$ cat config.mk
export PLATFORM = sky130hd
export DESIGN_NAME = div_share_arbiter
export DESIGN_NICKNAME = d
export VERILOG_FILES = /design/src/rtl/div_share_arbiter.sv
export SDC_FILE = /design/constraint.sdc
export NUM_CORES = 1
export LEC_CHECK = 0
export ABC_AREA = 1
export CAP_MARGIN = 20
export CORE_MARGIN = 3
export CORE_UTILIZATION = 25
export CTS_CLUSTER_SIZE = 28
export DETAILED_ROUTE_END_ITERATION = 10
export SLEW_MARGIN = 0
export SYNTH_ARGS = -nofsm -noshare
export SYNTH_HDL_FRONTEND = slang
export SYNTH_SLANG_ARGS = --single-unit
export TNS_END_PERCENT = 1
$ cat constraint.sdc
create_clock -name clk -period 4.9 [get_ports clk]
set_clock_uncertainty 0.2 [all_clocks]
set_input_delay 0.98 -clock clk [delete_from_list [all_inputs] [get_ports clk]]
set_output_delay 0.98 -clock clk [all_outputs]
set_load 0.01 [all_outputs]
$ cat src/rtl/div_share_arbiter.sv
// div_share_arbiter: shares one iterative divider between NUM_REQ requesters.
// One operation in flight at a time; divide-by-zero is answered locally
// (quotient all-ones, resp_err=1) without starting the divider.
// Optional feature: define DIV_ARB_RR_EN for round-robin arbitration;
// otherwise fixed priority (lowest index wins) with no pointer register.
module div_share_arbiter #(
  parameter int NUM_REQ = 4,
  parameter int DATA_W  = 16
) (
  input  logic                      clk,
  input  logic                      reset,
  input  logic [NUM_REQ-1:0]        req_valid,
  input  logic [NUM_REQ*DATA_W-1:0] req_data1,
  input  logic [NUM_REQ*DATA_W-1:0] req_data2,
  output logic [NUM_REQ-1:0]        req_ready,
  output logic [NUM_REQ-1:0]        resp_valid,
  output logic [DATA_W-1:0]         resp_data,
  output logic                      resp_err,
  output logic [DATA_W-1:0]         div_data1,
  output logic [DATA_W-1:0]         div_data2,
  output logic                      div_rdy,
  input  logic [DATA_W-1:0]         div_out,
  input  logic                      div_out_rdy,
  output logic                      busy
);

  localparam int IDX_W = (NUM_REQ > 1) ? $clog2(NUM_REQ) : 1;

  localparam logic [2:0] IDLE  = 3'd0;
  localparam logic [2:0] ISSUE = 3'd1;
  localparam logic [2:0] WAIT  = 3'd2;
  localparam logic [2:0] RESP  = 3'd3;
  localparam logic [2:0] COOL  = 3'd4;

  logic [2:0]        state_q, state_d;
  logic [IDX_W-1:0]  grant_q, grant_d;
  logic [DATA_W-1:0] div_data1_q, div_data1_d;
  logic [DATA_W-1:0] div_data2_q, div_data2_d;
  logic [DATA_W-1:0] resp_data_q, resp_data_d;
  logic              err_q, err_d;
`ifdef DIV_ARB_RR_EN
  logic [IDX_W-1:0]  rr_ptr_q, rr_ptr_d;
`endif

  logic              sel_any;
  logic [IDX_W-1:0]  sel_idx;
  logic [DATA_W-1:0] sel_d1, sel_d2;

  // Pick the requester to grant this cycle and mux out its operands
  always_comb begin
    int unsigned cand;
    sel_any = 1'b0;
    sel_idx = '0;
    cand    = 0;
    for (int unsigned k = 0; k < NUM_REQ; k++) begin
`ifdef DIV_ARB_RR_EN
      cand = 32'(rr_ptr_q) + k;
      if (cand >= NUM_REQ) cand = cand - NUM_REQ;
`else
      cand = k;
`endif
      if (!sel_any && req_valid[IDX_W'(cand)]) begin
        sel_any = 1'b1;
        sel_idx = IDX_W'(cand);
      end
    end
    sel_d1 = '0;
    sel_d2 = '0;
    for (int unsigned k = 0; k < NUM_REQ; k++) begin
      if (sel_idx == IDX_W'(k)) begin
        sel_d1 = req_data1[k*DATA_W +: DATA_W];
        sel_d2 = req_data2[k*DATA_W +: DATA_W];
      end
    end
  end

  // Next-state and datapath capture for the single outstanding operation
  always_comb begin
    state_d     = state_q;
    grant_d     = grant_q;
    div_data1_d = div_data1_q;
    div_data2_d = div_data2_q;
    resp_data_d = resp_data_q;
    err_d       = err_q;
`ifdef DIV_ARB_RR_EN
    rr_ptr_d    = rr_ptr_q;
`endif
    case (state_q)
      IDLE: begin
        if (sel_any) begin
          grant_d = sel_idx;
`ifdef DIV_ARB_RR_EN
          rr_ptr_d = (sel_idx == IDX_W'(NUM_REQ - 1)) ? '0 : sel_idx + 1'b1;
`endif
          if (sel_d2 != '0) begin
            div_data1_d = sel_d1;
            div_data2_d = sel_d2;
            err_d       = 1'b0;
            state_d     = ISSUE;
          end else begin
            resp_data_d = '1;
            err_d       = 1'b1;
            state_d     = RESP;
          end
        end
      end
      ISSUE: state_d = WAIT;
      WAIT: begin
        if (div_out_rdy) begin
          resp_data_d = div_out;
          state_d     = RESP;
        end
      end
      // err_q doubles as the zero-divisor path marker: skip COOL, divider untouched
      RESP:    state_d = err_q ? IDLE : COOL;
      COOL:    state_d = IDLE;
      default: state_d = IDLE;
    endcase
  end

  // State registers with synchronous reset
  always_ff @(posedge clk) begin
    if (reset) begin
      state_q     <= IDLE;
      grant_q     <= '0;
      div_data1_q <= '0;
      div_data2_q <= '0;
      resp_data_q <= '0;
      err_q       <= 1'b0;
`ifdef DIV_ARB_RR_EN
      rr_ptr_q    <= '0;
`endif
    end else begin
      state_q     <= state_d;
      grant_q     <= grant_d;
      div_data1_q <= div_data1_d;
      div_data2_q <= div_data2_d;
      resp_data_q <= resp_data_d;
      err_q       <= err_d;
`ifdef DIV_ARB_RR_EN
      rr_ptr_q    <= rr_ptr_d;
`endif
    end
  end

  // One-hot accept and response strobes decoded from state and grant
  always_comb begin
    req_ready  = '0;
    resp_valid = '0;
    for (int unsigned k = 0; k < NUM_REQ; k++) begin
      req_ready[k]  = (state_q == IDLE) && sel_any && !reset && (sel_idx == IDX_W'(k));
      resp_valid[k] = (state_q == RESP) && (grant_q == IDX_W'(k));
    end
  end

  assign resp_data = resp_data_q;
  assign resp_err  = (state_q == RESP) && err_q;
  assign div_data1 = div_data1_q;
  assign div_data2 = div_data2_q;
  assign div_rdy   = (state_q == ISSUE);
  assign busy      = (state_q != IDLE);

endmodule

After elaboration in Yosys (flattened, before gate mapping)
Cells that the tools add are included.
{ "totals": {"regBits": 54, "inputBits": 151, "output_inout_bits": 59, "word_cells": 71} }
{ "classes": {"eq_ne": 12, "mux": 25, "n_reduce_logical": 28} }
{ "ops": {"columns": ["cell", "count"], "rows": [
  ["16-bit two-way mux", 11],
  ["16-bit one-hot mux with 2 select lines", 1],
  ["16-bit nonzero test", 1],
  ["1-bit logical AND", 14],
  ["3-bit one-hot mux with 4 select lines", 1],
  ["3-bit two-way mux", 3],
  ["2-bit equality test, second input constant", 4],
  ["3-bit by 2-bit equality test with 1-bit output, second input constant", 2],
  ["1-bit two-way mux", 6],
  ["2-bit two-way mux", 3],
  ["2-bit inequality test, second input constant", 3],
  ["2-bit by 1-bit equality test with 1-bit output, second input constant", 2],
  ["1-bit zero test", 4],
  ["2-bit zero test", 2],
  ["2-bit AND reduction", 2],
  ["4-bit AND reduction", 1],
  ["3-bit by 1-bit equality test with 1-bit output, second input constant", 1],
  ["3-bit zero test", 1],
  ["3-bit AND reduction", 1],
  ["3-bit nonzero test", 1],
  ["2-bit nonzero test", 1]
]} }

Logic depth before layout (Yosys ltp)
Gate-level depths: netlist (run 1).
{ "depth": {"ltp_word": 19, "depth_mapped": 15} }

Worst setup path before layout (run 1)
No wires, ideal clock.
{ "synth_path": {"path_type": "input port to output port", "from": "input req_valid[3]", "to": "output req_ready[2]", "arrival_ps": 2137, "t_required_ps": 3720, "setup_slack_ps": 1583, "path_stages": 8, "path_buffers": 2, "cell_sequence": "buf_2 > clkbuf_1 > nor2_1 > inv_1 > nand2_1 > inv_1 > nand2_1 > nor3_1"} }
{ "synth_via": {"elab_chain_len": 5, "word_cells_on_any_way": 7, "cone_classes": "eq/ne: 1; mux: 2; reduce/logical: 4"} }
{ "synth_lines": {"columns": ["item", "line", "rtl"], "rows": [
  ["start, declared", "12", "input logic [NUM_REQ-1:0] req_valid,"],
  ["1-bit logical AND (*)", "62", "if (!sel_any && req_valid[IDX_W'(cand)]) begin"],
  ["1-bit two-way mux", "62", null],
  ["1-bit logical AND (2 in a row)", "151", "req_ready[k] = (state_q == IDLE) && sel_any && !reset && (sel_idx == IDX_W'(k));"],
  ["1-bit logical AND (*)", "151", null],
  ["end, declared", "15", "output logic [NUM_REQ-1:0] req_ready,"]
]} }
Every way passes the cells marked *; elsewhere a longest branch is shown, timed or not.

Final worst setup path (run 1)
{ "layout_path": {"from": "input req_valid[2]", "to": "output req_ready[2]"} }
{ "layout_via": {"elab_chain_len": 8, "word_cells_on_any_way": 11, "cone_classes": "eq/ne: 1; mux: 4; reduce/logical: 6"} }
{ "layout_lines": {"columns": ["item", "line"], "rows": [
  ["1-bit logical AND (*)", "62"],
  ["1-bit two-way mux", "62"],
  ["1-bit zero test", "62"],
  ["1-bit logical AND", "62"],
  ["1-bit two-way mux", "62"],
  ["1-bit logical AND (2 in a row)", "151"],
  ["1-bit logical AND (*)", "151"]
]} }
Marked as above.

==> flow_metrics.py, run 1 <==
metrics = {
    "worst_setup_path": {
        "start_kind": "input port",
        "slowest_delay_ns": 0.59,
        "crit_arrival_ns": 3.27,
        "crit_fanout": 16,
        "path_cells": "clkdlybuf4s50_1 > inv_1 > nand2_2 > nor2_1 > inv_1 > nand2_1 > inv_1 > nand2_1 > nor3_1 > clkdlybuf4s50_1",
        "crit_path_frequent_cell": "inv_1",
        "required_ns": 3.72,
        "cp_slowest_cell": "clkdlybuf4s50_1",
        "critical_path_class": "in2out",
        "cp-end-kind": "output pin",
    },
    "sta": {
        "hold_viol_final": 0,
        "fin_ws_ns": 0.451,
        "finalSetupViolations": 0,
        "final.min_clock_period_ns": 4.45,
        "period_share_pct": 90.8,
        "rsz0062_at_grt": "no",
        "slew_violations": 0,
        "max_slew_margin_pct": 49.7,
        "fmax_ghz": 0.225,
        "fin_tns_setup_ns": 0,
        "max_slew.worst_pin.slew_ns": 0.754,
    },
    "yosys": {
        "synth_cells": 497,
        "netlist_top_cells_area": "dfxtp_1, nand2_1, nor2_1",
        "netlist_area_mm2": 0.00311,
        "syn_avg_cell_area_um2": 6.25,
        "synth.top_cell.area_share_pct": 34.8,
        "synth_top_area_cell": "dfxtp_1",
        "synthesis.nets": 648,
        "synth_cell_types": 26,
        "ys.warnings.count": 0,
        "ys_ff_latch": 54,
        "synth_seq_area_share_pct": 34.8,
    },
    "clock_network": {
        "clkSlewWorstSetupHoldPaths_ns": 0.07,
        "postCtsHoldBufs": 0,
        "clockBufferDepth": 2,
        "cts_made_buffers": 5,
        "cts_resized": 0,
        "cts_tree": "yes",
        "clock_sinks": 54,
        "cts_root_buf": "clkbuf_16",
        "cts.htree.levels": 2,
        "clk-insertion-delay-late_ns": 0.28,
        "cts_setup_buffers": 0,
    },
    "final_layout": {
        "antennaDiodeCount": 0,
        "nFillCells": 1265,
        "final_nets": 838,
        "area_growth_pct": 75.5,
        "drive_above_1_share_pct": 3.92,
        "fin_area_mm2": 0.00545,
    },
    "pwr": {
        "leakage_uw": 0.00215,
        "p_per_area_mw_per_mm2": 292,
        "ir_drop_v": 0.000128,
        "finalPower_uw": 1590,
    },
    "drt": {
        "met3WireLength_um": 817,
        "routedWlPerCell_um": 14.3,
        "drc_errors": 0,
        "drt_pass1_iterations": 4,
        "vias": 3995,
        "dr.first_iter.drc_count": 177,
        "ant_nets": 0,
        "met2_wirelength_um": 6020,
        "wl_met1_um": 5210,
        "top_layer": "met4",
        "drt_wl_total_um": 12200,
        "vias_per_cell": 4.67,
    },
    "global_routing": {
        "antenna_found_initial": 0,
        "grt_pass1_wl_um": 19500,
        "grt_pass1_vias": 3919,
        "grt_use_total_pct": 17.0,
        "grt_max_degree": 51,
        "grt-ovfl-total": 0,
    },
    "min_path": {
        "hold_path_class": "reg2reg",
    },
    "floorplanning": {
        "die_y_um": 117,
        "initial_core_util_pct": 25.8,
        "ios": 210,
        "core_mm2": 0.0121,
        "num_rows": 40,
        "die-area_mm2": 0.0138,
        "fp.dieW_um": 117,
    },
    "outcome": {
        "outcome": "complete, no violations",
    },
    "placement": {
        "pre_cts_ws_ns": 0.462,
        "gp_congestion": 0.822,
        "portBuffers": 209,
        "place_area_mm2": 0.00525,
        "hpwlAfterDp_um": 9540,
    },
    "flow_run": {
        "drv_cap": 0,
    },
}
-- per-layer routing --
layer  vias to the layer above  track usage, %
met5                         -               0
met1                      1818            20.8
met2                       144            30.3
met3                        12            4.08
met4                         0            3.44
li1                       2021               -
-- final timing paths --
kind,cells past startpoint,from,endpoint,slack (ns)
worst min register to register,1,err_q,state_q[2],0.26
worst max-delay path,10,req_valid[2],req_ready[2],0.45
worst min-delay path,1,err_q,state_q[2],0.26
worst max register to register,9,state_q[0],div_data2[0],2.63
-- metrics by stage --
stage	hold WS (ns)	instances	util (%)
final	0.263	856	45.2
after global routing	0.282	856	45.2
after CTS	0.265	856	45.2
after detailed placement	0.253	848	43.6
after global placement	0.261	848	43.6
after floorplan	0.215	497	-
-- synthesized netlist by cell type --
master and number:
buf_2 7, inv_2 4, o21ai_0 22, o21bai_1 1
inv_1 14, buf_6 7, nand2_1 124, nor2_2 2
a31oi_1 1, nand3_1 34, buf_4 5, dfxtp_1 54
nand2_2 3, nor2_1 117, nor3_1 8, o21ai_2 1
a221oi_1 1, buf_1 1, clkinv_1 1, o21ai_1 13
o22ai_1 1, nand4_1 45, nand2_4 1, a21oi_1 16
nor2_4 2, clkbuf_1 12
-- cell families after synthesis --
kind of cell	synth area share, %
flip-flops	34.8
buffers and inverters	8.74
AO/OA/AOI/OAI	9.42
AND/OR/NAND/NOR	47.0
-- cell type report --
cell class,instances,area (um^2),area share [%]
multi-input cells,392,1750,32.2
well taps,168,210,3.85
inverters,19,71.3,1.31
repair buffers,215,2140,39.2
clock inverters,2,60.1,1.10
flip-flops and latches,54,1080,19.8
clock buffers,6,139,2.55
-- critical path, delay by kind of cell --
| family | cells | cell delay [ns] |
|---|---|---|
| buf+inv | 5 | 1.57 |
| simple gates | 5 | 0.71 |
-- power by group --
group / switching (uW) / internal [uW]
Combinational: 276 / 300
Clock: 158 / 307
Sequential: 39.0 / 511
-- placed cells by master, fill, tap and decap left out --
| cell | instances |
|---|---|
| clkdlybuf4s50_1 | 209 |
| nand2_1 | 124 |
| nor2_1 | 117 |
| dfxtp_1 | 54 |
| nand4_1 | 45 |
| nand3_1 | 34 |
| o21ai_0 | 22 |
| a21oi_1 | 16 |
| inv_1 | 14 |
| o21ai_1 | 13 |
| nor3_1 | 8 |
| buf_4 | 6 |
| clkbuf_16 | 5 |
| inv_2 | 4 |
| nand2_2 | 3 |
| nor2_4 | 2 |
| nor2_2 | 2 |
| bufinv_16 | 2 |
| o21ai_2 | 1 |
| clkinv_1 | 1 |
| o21bai_1 | 1 |
| nand2_4 | 1 |
| a221oi_1 | 1 |
| o22ai_1 | 1 |
| a31oi_1 | 1 |
| clkbuf_8 | 1 |
-- state kept, by name, summed over array words and instances, names as in the netlist --
register	cells
state_q	3
grant_q	2
div_data1	16
resp_data	16
div_data2	16
err_q	1
Power figures use the tool's default switching activity.
==> inputs of run 2 (changes only) <==
==> constraint.sdc (replaced) <==
create_clock -name clk -period 3.7 [get_ports clk]
set_clock_uncertainty 0.2 [all_clocks]
set_input_delay 0.74 -clock clk [delete_from_list [all_inputs] [get_ports clk]]
set_output_delay 0.74 -clock clk [all_outputs]
set_load 0.01 [all_outputs]
==> run 2 against run 1 <==
Compared with the run above: clock power fell by 4%; final cell count up 0.93%; final area grew 0.57%; sequential power grew 32%; worst hold slack got worse by 0.0046 ns; die area unchanged; first-iteration DRC count rose by 18%; register-to-register slack got worse by 1.2 ns; sequential cell count did not move; core utilization increased by 0.26 points; total power is 23% higher; via count up 1.3%; critical path type unchanged; largest cell class unchanged; highest routed layer unchanged.
==> flow_metrics.py, run 2 (synthesized netlist as in run 1, its figures left out) <==
metrics = {
    "outcome": {
        "outcome": "complete, no violations",
    },
    "final_layout": {
        "drive_above_1_share_pct": 5.32,
        "layout_common_cells": "clkdlybuf4s50_1, nand2_1, nor2_1, dfxtp_1, nand4_1",
        "nFillCells": 1256,
        "fin_area_mm2": 0.00548,
        "regArea_mm2": 0.00108,
        "final_nets": 847,
        "final_cells": 864,
        "antennaDiodeCount": 0,
        "area_growth_pct": 76.5,
        "layout_commonest_cell": "clkdlybuf4s50_1",
        "multi_input_area_mm2": 0.00177,
    },
    "drt": {
        "vias_per_cell": 4.69,
        "drt_wl_total_um": 12300,
        "drt_pass1_iterations": 4,
        "vias": 4048,
        "drc_errors": 0,
        "routedWlPerCell_um": 14.3,
        "dr.first_iter.drc_count": 208,
        "ant_nets": 0,
    },
    "worst_setup_path": {
        "path_cells": "clkdlybuf4s50_1 > nor2_4 > nand2_2 > nor2_1 > inv_1 > nand2_1 > inv_1 > nand2_2 > nor3_2 > clkdlybuf4s50_1",
        "crit_arrival_ns": 2.61,
        "critical_path_class": "in2out",
        "cp-end-kind": "output pin",
        "path_delay_family": "buffers and inverters",
        "slowest_delay_ns": 0.57,
        "required_ns": 2.76,
        "cp_slowest_cell": "clkdlybuf4s50_1",
        "path_buf_inv": 4,
        "start_kind": "input port",
        "crit_fanout": 4,
    },
    "sta": {
        "hold_viol_final": 0,
        "fmax_ghz": 0.281,
        "slew_violations": 0,
        "period_share_pct": 96.1,
        "max_slew_margin_pct": 61.3,
        "rsz0062_at_grt": "no",
        "fin_tns_setup_ns": 0,
        "final.min_clock_period_ns": 3.55,
        "worst_hold_slack_ns": 0.258,
        "max_slew.worst_pin.slew_ns": 0.579,
        "finalSetupViolations": 0,
    },
    "global_routing": {
        "grt_pass1_wl_um": 19400,
        "antenna_found_initial": 0,
        "grt-ovfl-total": 0,
        "grt_use_total_pct": 17.0,
        "grt_max_degree": 51,
        "grt_pass1_vias": 3878,
    },
    "clock_network": {
        "clock_sinks": 54,
        "cts_tree": "yes",
        "clkSlewWorstSetupHoldPaths_ns": 0.07,
        "cts_root_buf": "clkbuf_16",
        "cts_setup_buffers": 0,
        "clk-insertion-delay-late_ns": 0.29,
        "postCtsHoldBufs": 0,
        "cts_made_buffers": 5,
        "cts.htree.levels": 2,
        "clockBufferDepth": 2,
        "cts_resized": 0,
    },
    "placement": {
        "portBuffers": 209,
        "placed_cells": 857,
        "hpwlAfterDp_um": 9710,
        "gp_congestion": 0.838,
        "place_area_mm2": 0.00533,
    },
    "floorplanning": {
        "ios": 210,
        "fp.dieW_um": 117,
        "die-area_mm2": 0.0138,
        "core_mm2": 0.0121,
        "initial_core_util_pct": 25.8,
        "die_y_um": 117,
        "num_rows": 40,
    },
    "pwr": {
        "seqPwrFrac_pct": 37.1,
        "p_sw_uw": 624,
        "leakage_uw": 0.00217,
        "swShare_pct": 31.8,
        "internal-power_uw": 1340,
        "finalPower_uw": 1960,
        "pwr-share-clk_pct": 22.8,
        "p_comb_share_pct": 40.1,
        "ir_drop_v": 0.000143,
        "p_per_area_mw_per_mm2": 358,
    },
    "min_path": {
        "hold_path_class": "reg2reg",
    },
    "flow_run": {
        "drv_cap": 0,
    },
}
==> run 2: area by class of cell <==
class	instances	area share, %
Inverter	19	1.30
Sequential cell	54	19.7
Clock inverter	2	0.183
Clock buffer	5	2.28
Tap cell	168	3.83
Multi-Input combinational cell	392	32.3
Timing Repair Buffer	224	40.4
==> run 2: worst register-to-register path, cell delays in order, from the launching register on <==
cell and delay (ns):
dfxtp_1 0.33, nor2_1 0.10, inv_1 0.08, nor2_1 0.10, clkinv_1 0.41, o22ai_1 0.39, nor2_1 0.07, buf_4 0.24
a21oi_1 0.18, nor2_1 0.06
==> run 2: worst paths after layout <==
path / start / endpoint / slack (ns) / depth (start not counted)
worst max-delay path: req_valid[1] / req_ready[2] / 0.15 / 10
worst min-delay path: err_q / state_q[2] / 0.26 / 1
worst max register to register: state_q[0] / resp_data[9] / 1.45 / 9
worst min register to register: err_q / state_q[2] / 0.26 / 1
==> run 2: power by group through the flow <==
stage	Combinational, uW	Sequential [uW]	Clock (uW)
2_1_floorplan	334	776	0
3_3_place_gp	789	737	0
3_5_place_dp	793	741	0
4_1_cts	796	729	471
5_1_grt	868	740	493
6_report	787	728	448
==> run 2: per-stage QoR <==
stage               worst slack [ns]  util (%)
floorplan                      0.863         -
global placement               0.112      44.2
detailed placement            0.0884      44.2
CTS                           0.0810      45.3
global route                  0.0521      45.5
finish                         0.145      45.5
==> run 2: routing by layer <==
layer | up-vias | wire length [um] | track usage (%)
met5 | - | 0 | 0
met4 | 0 | 106 | 3.00
met3 | 9 | 875 | 4.08
met2 | 152 | 6100 | 30.3
met1 | 1846 | 5240 | 21.2
li1 | 2041 | - | -
==> inputs of run 3 (changes only) <==
--- a/config.mk
+++ b/config.mk
@@ -9,6 +9,7 @@
 export CAP_MARGIN = 20
 export CORE_MARGIN = 3
 export CORE_UTILIZATION = 25
+export CTS_BUF_LIST = sky130_fd_sc_hd__clkbuf_4 sky130_fd_sc_hd__clkbuf_8
 export CTS_CLUSTER_SIZE = 28
 export DETAILED_ROUTE_END_ITERATION = 10
 export SLEW_MARGIN = 0
==> run 3 against run 2 <==
Compared with the run above: sequential cell count is the same; fmax grew 0.12%; critical path depth unchanged; combinational power barely moved; non-clock buffer count unchanged.
==> flow_metrics.py, run 3 (synthesized netlist as in run 1, its figures left out) <==
metrics = {
    "worst_setup_path": {
        "worstSetupStartpoint": "req_valid[1]",
        "cp_slowest_cell": "clkdlybuf4s50_1",
        "start_kind": "input port",
        "critical_path_class": "in2out",
        "required_ns": 2.76,
        "cp_num_cells": 10,
        "rr_worst_depth": 9,
        "cp-end-kind": "output pin",
        "r2r-start": "state_q[0]",
        "slowest_delay_ns": 0.57,
        "path_cells": "clkdlybuf4s50_1 > nor2_4 > nand2_2 > nor2_1 > inv_1 > nand2_1 > inv_1 > nand2_2 > nor3_1 > clkdlybuf4s50_1",
        "path_delay_family": "buffers and inverters",
        "crit_arrival_ns": 2.61,
        "path_buf_inv": 4,
        "crit_fanout": 4,
    },
    "final_layout": {
        "drive_above_1_share_pct": 5.32,
        "multi_input_area_mm2": 0.00177,
        "layout_common_cells": "clkdlybuf4s50_1, nand2_1, nor2_1, dfxtp_1, nand4_1",
        "final_nets": 847,
        "fin_area_mm2": 0.00543,
        "antennaDiodeCount": 0,
        "nFillCells": 1261,
        "layout_commonest_cell": "clkdlybuf4s50_1",
        "regArea_mm2": 0.00108,
        "area_growth_pct": 74.7,
    },
    "clock_network": {
        "cts.htree.levels": 2,
        "cts_made_buffers": 5,
        "clk-insertion-delay-late_ns": 0.31,
        "postCtsHoldBufs": 0,
        "cts_tree": "yes",
        "cts_setup_buffers": 0,
        "clock_sinks": 54,
        "clkSlewWorstSetupHoldPaths_ns": 0.09,
        "clockBufferDepth": 2,
        "cts_root_buf": "clkbuf_8",
        "cts_resized": 0,
    },
    "global_routing": {
        "grt_use_total_pct": 17.0,
        "grt_max_degree": 51,
        "grt-ovfl-total": 0,
        "grt_pass1_vias": 3874,
        "grt_pass1_wl_um": 19400,
        "antenna_found_initial": 0,
    },
    "floorplanning": {
        "ios": 210,
        "fp.dieW_um": 117,
        "num_rows": 40,
        "core_mm2": 0.0121,
        "die-area_mm2": 0.0138,
        "die_y_um": 117,
        "initial_core_util_pct": 25.8,
    },
    "pwr": {
        "p_per_area_mw_per_mm2": 337,
        "leakage_uw": 0.00215,
        "ir_drop_v": 0.000112,
        "finalPower_uw": 1830,
    },
    "outcome": {
        "outcome": "complete, no violations",
    },
    "placement": {
        "portBuffers": 209,
        "pre_cts_ws_ns": 0.0884,
        "place_area_mm2": 0.00533,
        "hpwlAfterDp_um": 9710,
        "gp_congestion": 0.838,
    },
    "min_path": {
        "hold_path_class": "reg2reg",
        "hp-start": "err_q",
        "hold_depth": 1,
    },
    "drt": {
        "routedWlPerCell_um": 14.3,
        "dr.first_iter.drc_count": 212,
        "drc_errors": 0,
        "ant_nets": 0,
        "vias": 4037,
        "drt_wl_total_um": 12300,
        "drt_pass1_iterations": 4,
        "vias_per_cell": 4.67,
    },
    "flow_run": {
        "drv_cap": 0,
    },
    "sta": {
        "hold_viol_final": 0,
        "fmax_ghz": 0.282,
        "fin_ws_ns": 0.150,
        "period_share_pct": 96.0,
        "finalSetupViolations": 0,
        "rsz0062_at_grt": "no",
        "slew_violations": 0,
        "max_slew_margin_pct": 61.4,
        "fin_tns_setup_ns": 0,
        "max_slew.worst_pin.slew_ns": 0.578,
        "final.min_clock_period_ns": 3.55,
    },
}
[run 3: report_power, final]
part / switching, uW / internal [uW] / total (uW)
combinational: 370 / 417 / 787
clock: 189 / 128 / 317
sequential: 51.0 / 676 / 727
total: 610 / 1220 / 1830
[run 3: worst paths after layout]
path | end | slack (ns)
worst max-delay path | req_ready[3] | 0.15
worst min-delay path | state_q[2] | 0.26
worst max register to register | resp_data[9] | 1.45
worst min register to register | state_q[2] | 0.26
[run 3: layout make-up]
class	count	share of cell area, %
repair buffers	224	40.8
multi-input cells	392	32.6
flip-flops and latches	54	19.9
well taps	168	3.87
inverters	19	1.31
clock buffers	5	1.27
clock inverters	2	0.184
[run 3: routing by layer]
metal | global-route usage (%) | up-vias | wire, um
met4 | 3.00 | 0 | 106
met5 | 0 | - | 0
met3 | 4.08 | 9 | 792
li1 | - | 2038 | -
met2 | 30.3 | 143 | 6110
met1 | 21.2 | 1847 | 5310
[run 3: stage by stage]
stage	utilization, %	cells	hold slack (ns)
2_1_floorplan	-	497	0.215
3_3_place_gp	44.2	857	0.246
3_5_place_dp	44.2	857	0.246
4_1_cts	44.9	864	0.264
5_1_grt	45.0	864	0.293
6_report	45.0	864	0.262
